<file path="config.mk">
export PLATFORM = sky130hd
export DESIGN_NAME = qdac_sar_controller
export DESIGN_NICKNAME = d
export VERILOG_FILES = /design/src/rtl/qdac_pkg.sv /design/src/rtl/qdac_cmp_sync.sv /design/src/rtl/qdac_sar_controller.sv
export SDC_FILE = /design/constraint.sdc
export NUM_CORES = 1
export LEC_CHECK = 0
export CAP_MARGIN = 5
export CORE_UTILIZATION = 30
export DETAILED_ROUTE_END_ITERATION = 12
export GPL_TIMING_DRIVEN = 0
export RECOVER_POWER = 25
export SKIP_CTS_REPAIR_TIMING = 1
export SLEW_MARGIN = 20
export SYNTH_ARGS = -nofsm -noshare
export SYNTH_HDL_FRONTEND = slang
export SYNTH_SLANG_ARGS = --single-unit
</file>
<file path="constraint.sdc">
create_clock -name clk -period 4.7 [get_ports clk]
set_input_delay 0.705 -clock clk [delete_from_list [all_inputs] [get_ports clk]]
set_output_delay 0.705 -clock clk [all_outputs]
set_load 0.1 [all_outputs]
</file>
<file path="src/rtl/qdac_pkg.sv">
// Shared types and default sizing for the QDAC SAR readback controller.
// Holds the FSM state encoding and the cycle-count defaults that both RTL and bench use.
package qdac_pkg;

  typedef enum logic [2:0] {
    IDLE,
    DUMP,
    SAMPLE,
    SETTLE,
    COMPARE,
    DONE
  } sar_state_e;

  localparam int QDAC_N_BITS          = 5;
  localparam int QDAC_CMP_SYNC_STAGES = 2;
  localparam int QDAC_SAMPLE_CYCLES   = 8;
  localparam int QDAC_SETTLE_CYCLES   = 4;

  // Wide enough for the longest in-state count, including the synchronizer extension.
  function automatic int qdac_cnt_width(input int sample_cycles, input int settle_cycles);
    int longest;
    longest = (sample_cycles > settle_cycles + QDAC_CMP_SYNC_STAGES) ?
              sample_cycles : settle_cycles + QDAC_CMP_SYNC_STAGES;
    return $clog2(longest + 1);
  endfunction

endpackage

</file>
<file path="src/rtl/qdac_cmp_sync.sv">
// Multi-flop synchronizer for the Amplifier9T comparator output into the clk domain.
// Latency QDAC_CMP_SYNC_STAGES cycles; no backpressure.
module qdac_cmp_sync
  import qdac_pkg::*;
(
  input  logic clk,
  input  logic rst,
  input  logic d,
  output logic q
);

  logic [QDAC_CMP_SYNC_STAGES-1:0] sync_q;
  logic [QDAC_CMP_SYNC_STAGES-1:0] sync_d;

  always_comb begin
    sync_d = {sync_q[QDAC_CMP_SYNC_STAGES-2:0], d};
  end

  always_ff @(posedge clk) begin
    if (rst) begin
      sync_q <= '0;
    end else begin
      sync_q <= sync_d;
    end
  end

  assign q = sync_q[QDAC_CMP_SYNC_STAGES-1];

endmodule

</file>
<file path="src/rtl/qdac_sar_controller.sv">
// SAR sequencer reading an analog input back through the QDAC array; start->done 36 cycles at defaults
// (46 with QDAC_SAR_CMP_SYNC_EN, which adds a comparator synchronizer). No backpressure: start ignored while busy.
module qdac_sar_controller
  import qdac_pkg::*;
#(
  parameter int N_BITS        = QDAC_N_BITS,
  parameter int SAMPLE_CYCLES = QDAC_SAMPLE_CYCLES,
  parameter int SETTLE_CYCLES = QDAC_SETTLE_CYCLES
) (
  input  logic              clk,
  input  logic              rst,
  input  logic              start,
  input  logic              abort,
  input  logic              cmp_in,
  output logic              busy,
  output logic              done,
  output logic [N_BITS-1:0] result,
  output logic              tg_dump,
  output logic              tg_sample,
  output logic [N_BITS-1:0] tg_ctrl
);

  localparam int CNT_W = qdac_cnt_width(SAMPLE_CYCLES, SETTLE_CYCLES);
  localparam int IDX_W = (N_BITS > 1) ? $clog2(N_BITS) : 1;

  logic cmp_val;

`ifdef QDAC_SAR_CMP_SYNC_EN
  localparam int SETTLE_TOTAL = SETTLE_CYCLES + QDAC_CMP_SYNC_STAGES;

  qdac_cmp_sync u_cmp_sync (
    .clk (clk),
    .rst (rst),
    .d   (cmp_in),
    .q   (cmp_val)
  );
`else
  localparam int SETTLE_TOTAL = SETTLE_CYCLES;

  assign cmp_val = cmp_in;
`endif

  sar_state_e        state_q, state_d;
  logic [CNT_W-1:0]  cnt_q, cnt_d;
  logic [IDX_W-1:0]  idx_q, idx_d;
  logic [N_BITS-1:0] tg_ctrl_q, tg_ctrl_d;
  logic [N_BITS-1:0] result_q, result_d;

  always_comb begin
    state_d   = state_q;
    cnt_d     = cnt_q;
    idx_d     = idx_q;
    tg_ctrl_d = tg_ctrl_q;
    result_d  = result_q;

    if (abort && state_q != IDLE) begin
      state_d   = IDLE;
      cnt_d     = '0;
      tg_ctrl_d = '0;
    end else begin
      case (state_q)
        IDLE: begin
          if (start && !abort) begin
            state_d = DUMP;
          end
        end
        DUMP: begin
          state_d   = SAMPLE;
          cnt_d     = '0;
          tg_ctrl_d = '0;
        end
        SAMPLE: begin
          if (cnt_q == CNT_W'(SAMPLE_CYCLES - 1)) begin
            state_d          = SETTLE;
            cnt_d            = '0;
            idx_d            = IDX_W'(N_BITS - 1);
            tg_ctrl_d        = '0;
            tg_ctrl_d[N_BITS-1] = 1'b1;
          end else begin
            cnt_d = cnt_q + CNT_W'(1);
          end
        end
        SETTLE: begin
          if (cnt_q == CNT_W'(SETTLE_TOTAL - 1)) begin
            state_d = COMPARE;
            cnt_d   = '0;
          end else begin
            cnt_d = cnt_q + CNT_W'(1);
          end
        end
        COMPARE: begin
          // DAC node above the held input means this trial bit overshot.
          if (cmp_val) begin
            tg_ctrl_d[idx_q] = 1'b0;
          end
          if (idx_q == '0) begin
            state_d  = DONE;
            result_d = tg_ctrl_d;
          end else begin
            state_d          = SETTLE;
            idx_d            = idx_q - IDX_W'(1);
            tg_ctrl_d[idx_d] = 1'b1;
          end
        end
        DONE: begin
          state_d   = IDLE;
          tg_ctrl_d = '0;
        end
        default: begin
          state_d   = IDLE;
          cnt_d     = '0;
          tg_ctrl_d = '0;
        end
      endcase
    end
  end

  always_ff @(posedge clk) begin
    if (rst) begin
      state_q   <= IDLE;
      cnt_q     <= '0;
      idx_q     <= '0;
      tg_ctrl_q <= '0;
      result_q  <= '0;
    end else begin
      state_q   <= state_d;
      cnt_q     <= cnt_d;
      idx_q     <= idx_d;
      tg_ctrl_q <= tg_ctrl_d;
      result_q  <= result_d;
    end
  end

  assign busy      = (state_q != IDLE);
  assign done      = (state_q == DONE);
  assign tg_dump   = (state_q == DUMP);
  assign tg_sample = (state_q == SAMPLE);
  assign tg_ctrl   = tg_ctrl_q;
  assign result    = result_q;

endmodule

</file>
# After elaboration in Yosys (flattened, before gate mapping)
# Cells that the tools add are included.
# op_classes
addsub,2
magnitude_cmp,4
eq_ne,11
muxes,21
bitwise_logic,5
reduce_logical,16
# op_table
cell,n
$mux 5,5
$mux 3,6
$pmux 3 s5,1
$pmux 5 s3,1
$pmux 4 s3,1
$lt 3x4->1 const B,2
$mux 4,2
$demux 1 s3,2
$eq 3x2->1 const B,2
$eq 3x3->1 const B,2
$ge 3x1->1 const B,2
$logic_not 3->1,2
$ne 2x2->1 const B,3
$pmux 3 s2,1
$reduce_and 3->1,2
$and 5x5->5,1
$not 5->5,1
$or 5x5->5,1
$add 4x1->4 const B,1
$eq 4x2->1 const B,1
$eq 4x3->1 const B,1
$logic_and 1x1->1,4
$reduce_and 4->1,1
$reduce_or 2->1,2
10 further kinds,12
# word_totals
regBits,20
input_bits,5

# Longest topological paths before layout
# Gate-level depths: netlist (run 1).
# depth
word_depth,12
depth_mapped,8
ltp_nobuf,6

# Least setup slack after synthesis (run 1)
# No wires, ideal clock.
# synth_path
path_type,register to output
start,reg state_q[0]
end,out tg_dump
arrival_time_ns,2.600
t_required_ns,3.995
slack_ns,1.395
stages_incl_launch_ff,4
path_cell_list,dfxtp_1 -> buf_6 -> inv_1 -> nor3_1
# synth_via
elab_chain_len,1
# synth_rtl
element,line,text
start: declaration,qdac_sar_controller.sv:43,"sar_state_e state_q, state_d;"
start signal: assignment,qdac_sar_controller.sv:126,state_q <= state_d;
$eq 3x1->1,qdac_sar_controller.sv:136,assign tg_dump = (state_q == DUMP);
end: declaration,qdac_sar_controller.sv:18,"output logic tg_dump,"
# No other way between the ends.

# Worst setup path in the final report (run 1)
# Same ends and word-level chain as after synthesis.

==> flow_summary.yaml, run 1 <==
status:
  status: "completed"
sta:
  min_period_ns: 2.942
  hold_viol: 0
  drv_slew: 0
  clock_skew_ns: 0.006236
  period_share_pct: 62.59
  setup_tns_ns: 0
  rsz0062_at_grt: "no"
  setup_violations: 0
  worstMarginPinSlew_ns: 0.9733
  maxSlewHeadroom_pct: 34.91
  fmax_ghz: 0.3400
synth:
  ys_ff_latch: 20
  yosys.area.top_type: "dfxtp_1"
  syn-num-nets: 153
  netlist_area_um2: 1245
  synth_commonest_cells: "dfxtp_1 (20), nand2_1 (12), a21oi_1 (10)"
  synth_top_area_share_pct: 32.16
  ys_warn_count: 0
  synthFlopType: "dfxtp_1"
  async_flop_share_pct: 0
  syn_area_per_cell_um2: 8.586
  synth_edf_count: 0
  synth_area_leaders: "dfxtp_1 (32%), buf_6 (4.5%), a21oi_1 (4.0%)"
  ys_types: 51
  synthCells: 145
  yosysMostFrequentCell: "dfxtp_1"
  synth_seq_area_share_pct: 32.16
cells_and_area:
  final_cell_count_no_fill: 216
  antennaDiodeCount: 0
  fin_nets: 176
  nFillCells: 413
  drive_above_1_share_pct: 14.46
  area_growth_pct: 21.61
floorplanning:
  fp-row-count: 23
  core_area_um2: 4000
  initial_utilization_pct: 31.12
  io_pins: 19
  die_x_um: 66.42
  dieArea_um2: 4412
  die_y_um: 66.42
global_routing:
  antenna_found_initial: 0
  track_usage_pct: 15.03
  grt_max_degree: 11
  grt_pass1_vias: 1092
  overflow: 0
  grt_pass1_wl_um: 5161
placed_design:
  dp.cells: 213
  io_buffers: 18
  dp_hpwl_um: 2233
  gp_congestion: 0.8644
power:
  power_density_nw_per_um2: 231.2
  ir_worst_vdd_mv: 0.2470
  p_leak_nw: 0.4989
routing:
  remaining_drc_errors: 0
  dr.pass1.iters: 4
  avgRoutedWirePerCell_um: 13.72
  wl_um: 2963
  vias: 1135
  drt-vias-per-instance: 5.255
  drt_iter0_markers: 42
  postRouteAntennaNets: 0
min_path:
  hold_depth: 2
  hp-start: "result[0]$_SDFFE_PP0P_"
  worstHoldPathType: "flop to flop"
setup_path:
  critPathCaptureType: "primary output"
  crit_chain: "buf_6, inv_1, nor3_1, clkdlybuf4s50_1"
  crit_start: "state_q[0]$_SDFFE_PP0P_"
  max_stage_delay_ns: 1.16
  cp_slowest_cell: "clkdlybuf4s50_1"
  criticalPathCategory: "flop to primary output"
  crit_fanout: 10
  cp_top_family: "buffers and inverters"
  worstPathArrival_ns: 2.24
  cp.depth: 4
  r2r-start: "idx_q[0]$_SDFFE_PP0P_"
  r2r_cells: 8
  cp_data_required_time_ns: 3.99
  cp_num_buf_inv: 3
  start_kind: "flop"
cts:
  cts_root_buffer: "clkbuf_8"
  tritoncts: "done"
  clkSinkCount: 20
  cts_made_buffers: 3
  clock_path_buffers: 2
  worstSkewPairLatency_ns: 0.26
  path_clk_slew_ns: 0.08
  htreeDepth: 1
flow_run:
  cap_violations: 0
==> per-layer routing <==
layer	global-route usage, %	wire length (um)
met4	3.191	30
met1	19.83	1352
met2	24.74	1441
met3	3.448	139
met5	0	0
==> cell families after synthesis <==
group / share of synthesized area, %
mux: 1.709
xor+xnor: 1.407
compound gates: 23.32
fa+ha+maj: 3.015
simple gates: 30.35
buf+inv: 8.040
flops: 32.16
==> worst register-to-register path, cell delays in order, from the launching register on <==
cell and delay [ns]:
dfxtp_1 0.31, clkbuf_1 0.29, inv_1 0.16, ha_1 0.26, nor2b_4 0.13, clkbuf_1 0.23
a2bb2oi_2 0.20, or3_4 0.35, mux2_1 0.31
==> path summary, 6_finish.rpt <==
kind                            slack, ns                endpoint
worst max-delay path                 1.76                 tg_dump
worst min-delay path                 0.45  result[0]$_SDFFE_PP0P_
worst max register to register       2.35   idx_q[1]$_SDFFE_PP0P_
worst min register to register       0.45  result[0]$_SDFFE_PP0P_
==> cells in the final DEF, fill, tap and decap left out, drive strengths merged, types with 2 or more instances in the layout <==
master / n
inv: 6
o21ai: 8
xnor2: 2
nand2: 14
a21o: 2
nand2b: 3
o311ai: 2
clkdlybuf4s50: 17
buf: 5
clkbuf: 6
nor2: 9
dfxtp: 20
or3: 2
ha: 3
a22oi: 3
or3b: 2
o21a: 2
and2: 2
a21oi: 11
nand4: 2
nand3: 7
nor2b: 8
nor3: 8
o31a: 2
a31oi: 3
==> registers in the layout, indices dropped and copies added, names as in the netlist <==
| register | cells |
|---|---|
| tg_ctrl | 5 |
| result | 5 |
| cnt_q | 4 |
| idx_q | 3 |
| state_q | 3 |
==> power by group <==
group          switching (mW)  internal, mW  total [mW]
registers             0.00191         0.171       0.173
clock network          0.0558        0.0571       0.113
logic                  0.0430        0.0214      0.0644
total                   0.101         0.249       0.350
==> layout make-up <==
cell class              instances  area [um2]  share of cell area, %
flip-flops and latches         20       400.4                  26.45
multi-input cells             110       737.0                  48.68
repair buffers                 18       180.2                  11.90
clock buffers                   3       41.29                  2.727
well taps                      50       62.56                  4.132
inverters                       6       22.52                  1.488
plain buffers                   9       70.07                  4.628
==> metrics by stage <==
stage,worst slack (ns),utilization (%),hold slack [ns],total power [mW],cell area [um2]
floorplan,1.395,-,0.4736,0.2257,1245
global placement,2.072,37.19,0.4482,0.2414,1488
detailed placement,2.062,37.19,0.4483,0.2421,1488
CTS,1.766,38.22,0.4577,0.3551,1529
global route,1.704,37.85,0.4756,0.3660,1514
finish,1.758,37.85,0.4546,0.3501,1514
No activity file was read; power rests on OpenSTA's default activity.
==> run 2, diff against run 1 <==
clock period = 3.05 ns   (was 4.7 ns; I/O delays follow)
==> run 2 against run 1 <==
Against the previous run:
- power grew 81%
- non-clock buffer count is the same
- routed wire length grew 2.0%
- critical path depth is the same
- setup slack lost 1.5 ns
- global-route usage grew 0.28 points
- largest power group is now the clock network
==> flow_summary.yaml, run 2 (synthesized netlist as in run 1, its figures left out) <==
min_path:
  whs_endpoint: "result[0]$_SDFFE_PP0P_"
  hold_depth: 2
  hp-start: "result[0]$_SDFFE_PP0P_"
  worstHoldPathType: "flop to flop"
cts:
  worstSkewPairLatency_ns: 0.26
  tritoncts: "done"
  cts_root_buffer: "clkbuf_8"
  htreeDepth: 1
  clock_path_buffers: 2
  path_clk_slew_ns: 0.08
  clkSinkCount: 20
  cts_made_buffers: 3
sta:
  min_period_ns: 2.756
  fmax_ghz: 0.3628
  maxSlewHeadroom_pct: 35.23
  drv_slew: 0
  period_share_pct: 90.36
  hold_viol: 0
  clock_skew_ns: 0.006004
  setup_violations: 0
  rsz0062_at_grt: "no"
  worstMarginPinSlew_ns: 0.9685
  setup_tns_ns: 0
global_routing:
  overflow: 0
  grt_pass1_vias: 1062
  grt_max_degree: 13
  antenna_found_initial: 0
  grt_pass1_wl_um: 5140
  track_usage_pct: 15.30
power:
  switchingPower_mw: 0.1631
  pwr-share-comb_pct: 15.4
  ir_worst_vdd_mv: 0.1778
  clock_power_share_pct: 42.5
  power_density_nw_per_um2: 410.2
  switching_share_pct: 25.79
  seq_power_share_pct: 42.2
  p_int_mw: 0.4692
  p_leak_nw: 0.5121
setup_path:
  cp_data_required_time_ns: 2.59
  r2r-start: "idx_q[0]$_SDFFE_PP0P_"
  critPathCaptureType: "primary output"
  crit_fanout: 10
  start_kind: "flop"
  timing.rr.end: "idx_q[1]$_SDFFE_PP0P_"
  worstPathArrival_ns: 2.30
  criticalPathCategory: "flop to primary output"
  r2r_setup_slack_ns: 0.67
  r2r_cells: 8
floorplanning:
  die_y_um: 66.42
  fp-row-count: 23
  dieArea_um2: 4412
  io_pins: 19
  die_x_um: 66.42
  core_area_um2: 4000
  initial_utilization_pct: 31.12
routing:
  drt-vias-per-instance: 5.226
  avgRoutedWirePerCell_um: 13.92
  dr.pass1.iters: 5
  wl_um: 3021
  vias: 1134
  remaining_drc_errors: 0
  drt_iter0_markers: 83
  postRouteAntennaNets: 0
cells_and_area:
  drive_above_1_share_pct: 14.97
  register_area_um2: 400.4
  area_growth_pct: 23.82
  multi_input_area_um2: 742.0
  final_common_cell: "dfxtp_1"
  utilization_pct: 38.54
  nFillCells: 419
  postLayoutCellArea_um2: 1541
  antennaDiodeCount: 0
  mostFrequentLayoutCells: "dfxtp_1 (20), clkdlybuf4s50_1 (18), nand2_1 (13)"
  fin_nets: 176
flow_run:
  cap_violations: 0
placed_design:
  place_area_um2: 1493
  dp_hpwl_um: 2223
  io_buffers: 18
  gp_congestion: 0.8710
status:
  status: "completed"
run 2: stage by stage:
| step | power (mW) | instances | hold WS [ns] | setup WS (ns) |
|---|---|---|---|---|
| final | 0.6322 | 217 | 0.4601 | 0.2939 |
| after CTS | 0.6479 | 217 | 0.4641 | 0.3692 |
| after floorplan | 0.3483 | 145 | 0.4736 | 0.7471 |
| after global placement | 0.3728 | 213 | 0.4481 | 0.6718 |
| after global routing | 0.6575 | 217 | 0.4968 | 0.2256 |
| after detailed placement | 0.3734 | 213 | 0.4523 | 0.6684 |
run 2: cell type report:
class | count | share of cell area, %
multi-input combinational | 110 | 48.13
timing repair buffer | 18 | 11.69
clock inverter | 1 | 1.948
sequential | 20 | 25.97
clock buffer | 3 | 2.679
inverter | 6 | 1.461
tap | 50 | 4.058
buffer | 9 | 4.058
run 2: worst max-delay path, stage by stage, from the launching register on:
cell and delay, ns:
dfxtp_1 0.35, buf_6 0.16, or3_1 0.12, clkbuf_1 0.22, clkdlybuf4s50_1 1.18
run 2: power groups by stage:
| stage | sequential, mW | combinational [mW] | clock [mW] |
|---|---|---|---|
| after floorplan | 0.271 | 0.0768 | 0 |
| after global placement | 0.272 | 0.101 | 0 |
| after detailed placement | 0.272 | 0.101 | 0 |
| after CTS | 0.266 | 0.101 | 0.280 |
| after global routing | 0.267 | 0.103 | 0.288 |
| final | 0.267 | 0.0972 | 0.269 |
run 2: worst max-delay path by stage:
| stage | slack [ns] | to | start | cells after the start |
|---|---|---|---|---|
| 6_report | 0.29 | busy | state_q[2]$_SDFFE_PP0P_ | 4 |
| 5_1_grt | 0.23 | busy | state_q[2]$_SDFFE_PP0P_ | 4 |
| 4_1_cts | 0.37 | busy | state_q[2]$_SDFFE_PP0P_ | 4 |
| 3_5_place_dp | 0.67 | busy | state_q[2]$_SDFFE_PP0P_ | 4 |
| 3_3_place_gp | 0.67 | busy | state_q[2]$_SDFFE_PP0P_ | 4 |
| 2_1_floorplan | 0.75 | done | state_q[0]$_SDFFE_PP0P_ | 3 |
run 2: per-layer routing:
metal	global-route usage [%]	vias up	wire length [um]
li1	-	569	-
met1	20.41	537	1428
met2	25.13	23	1451
met4	4.787	0	37
met5	0	-	0
met3	2.241	5	103
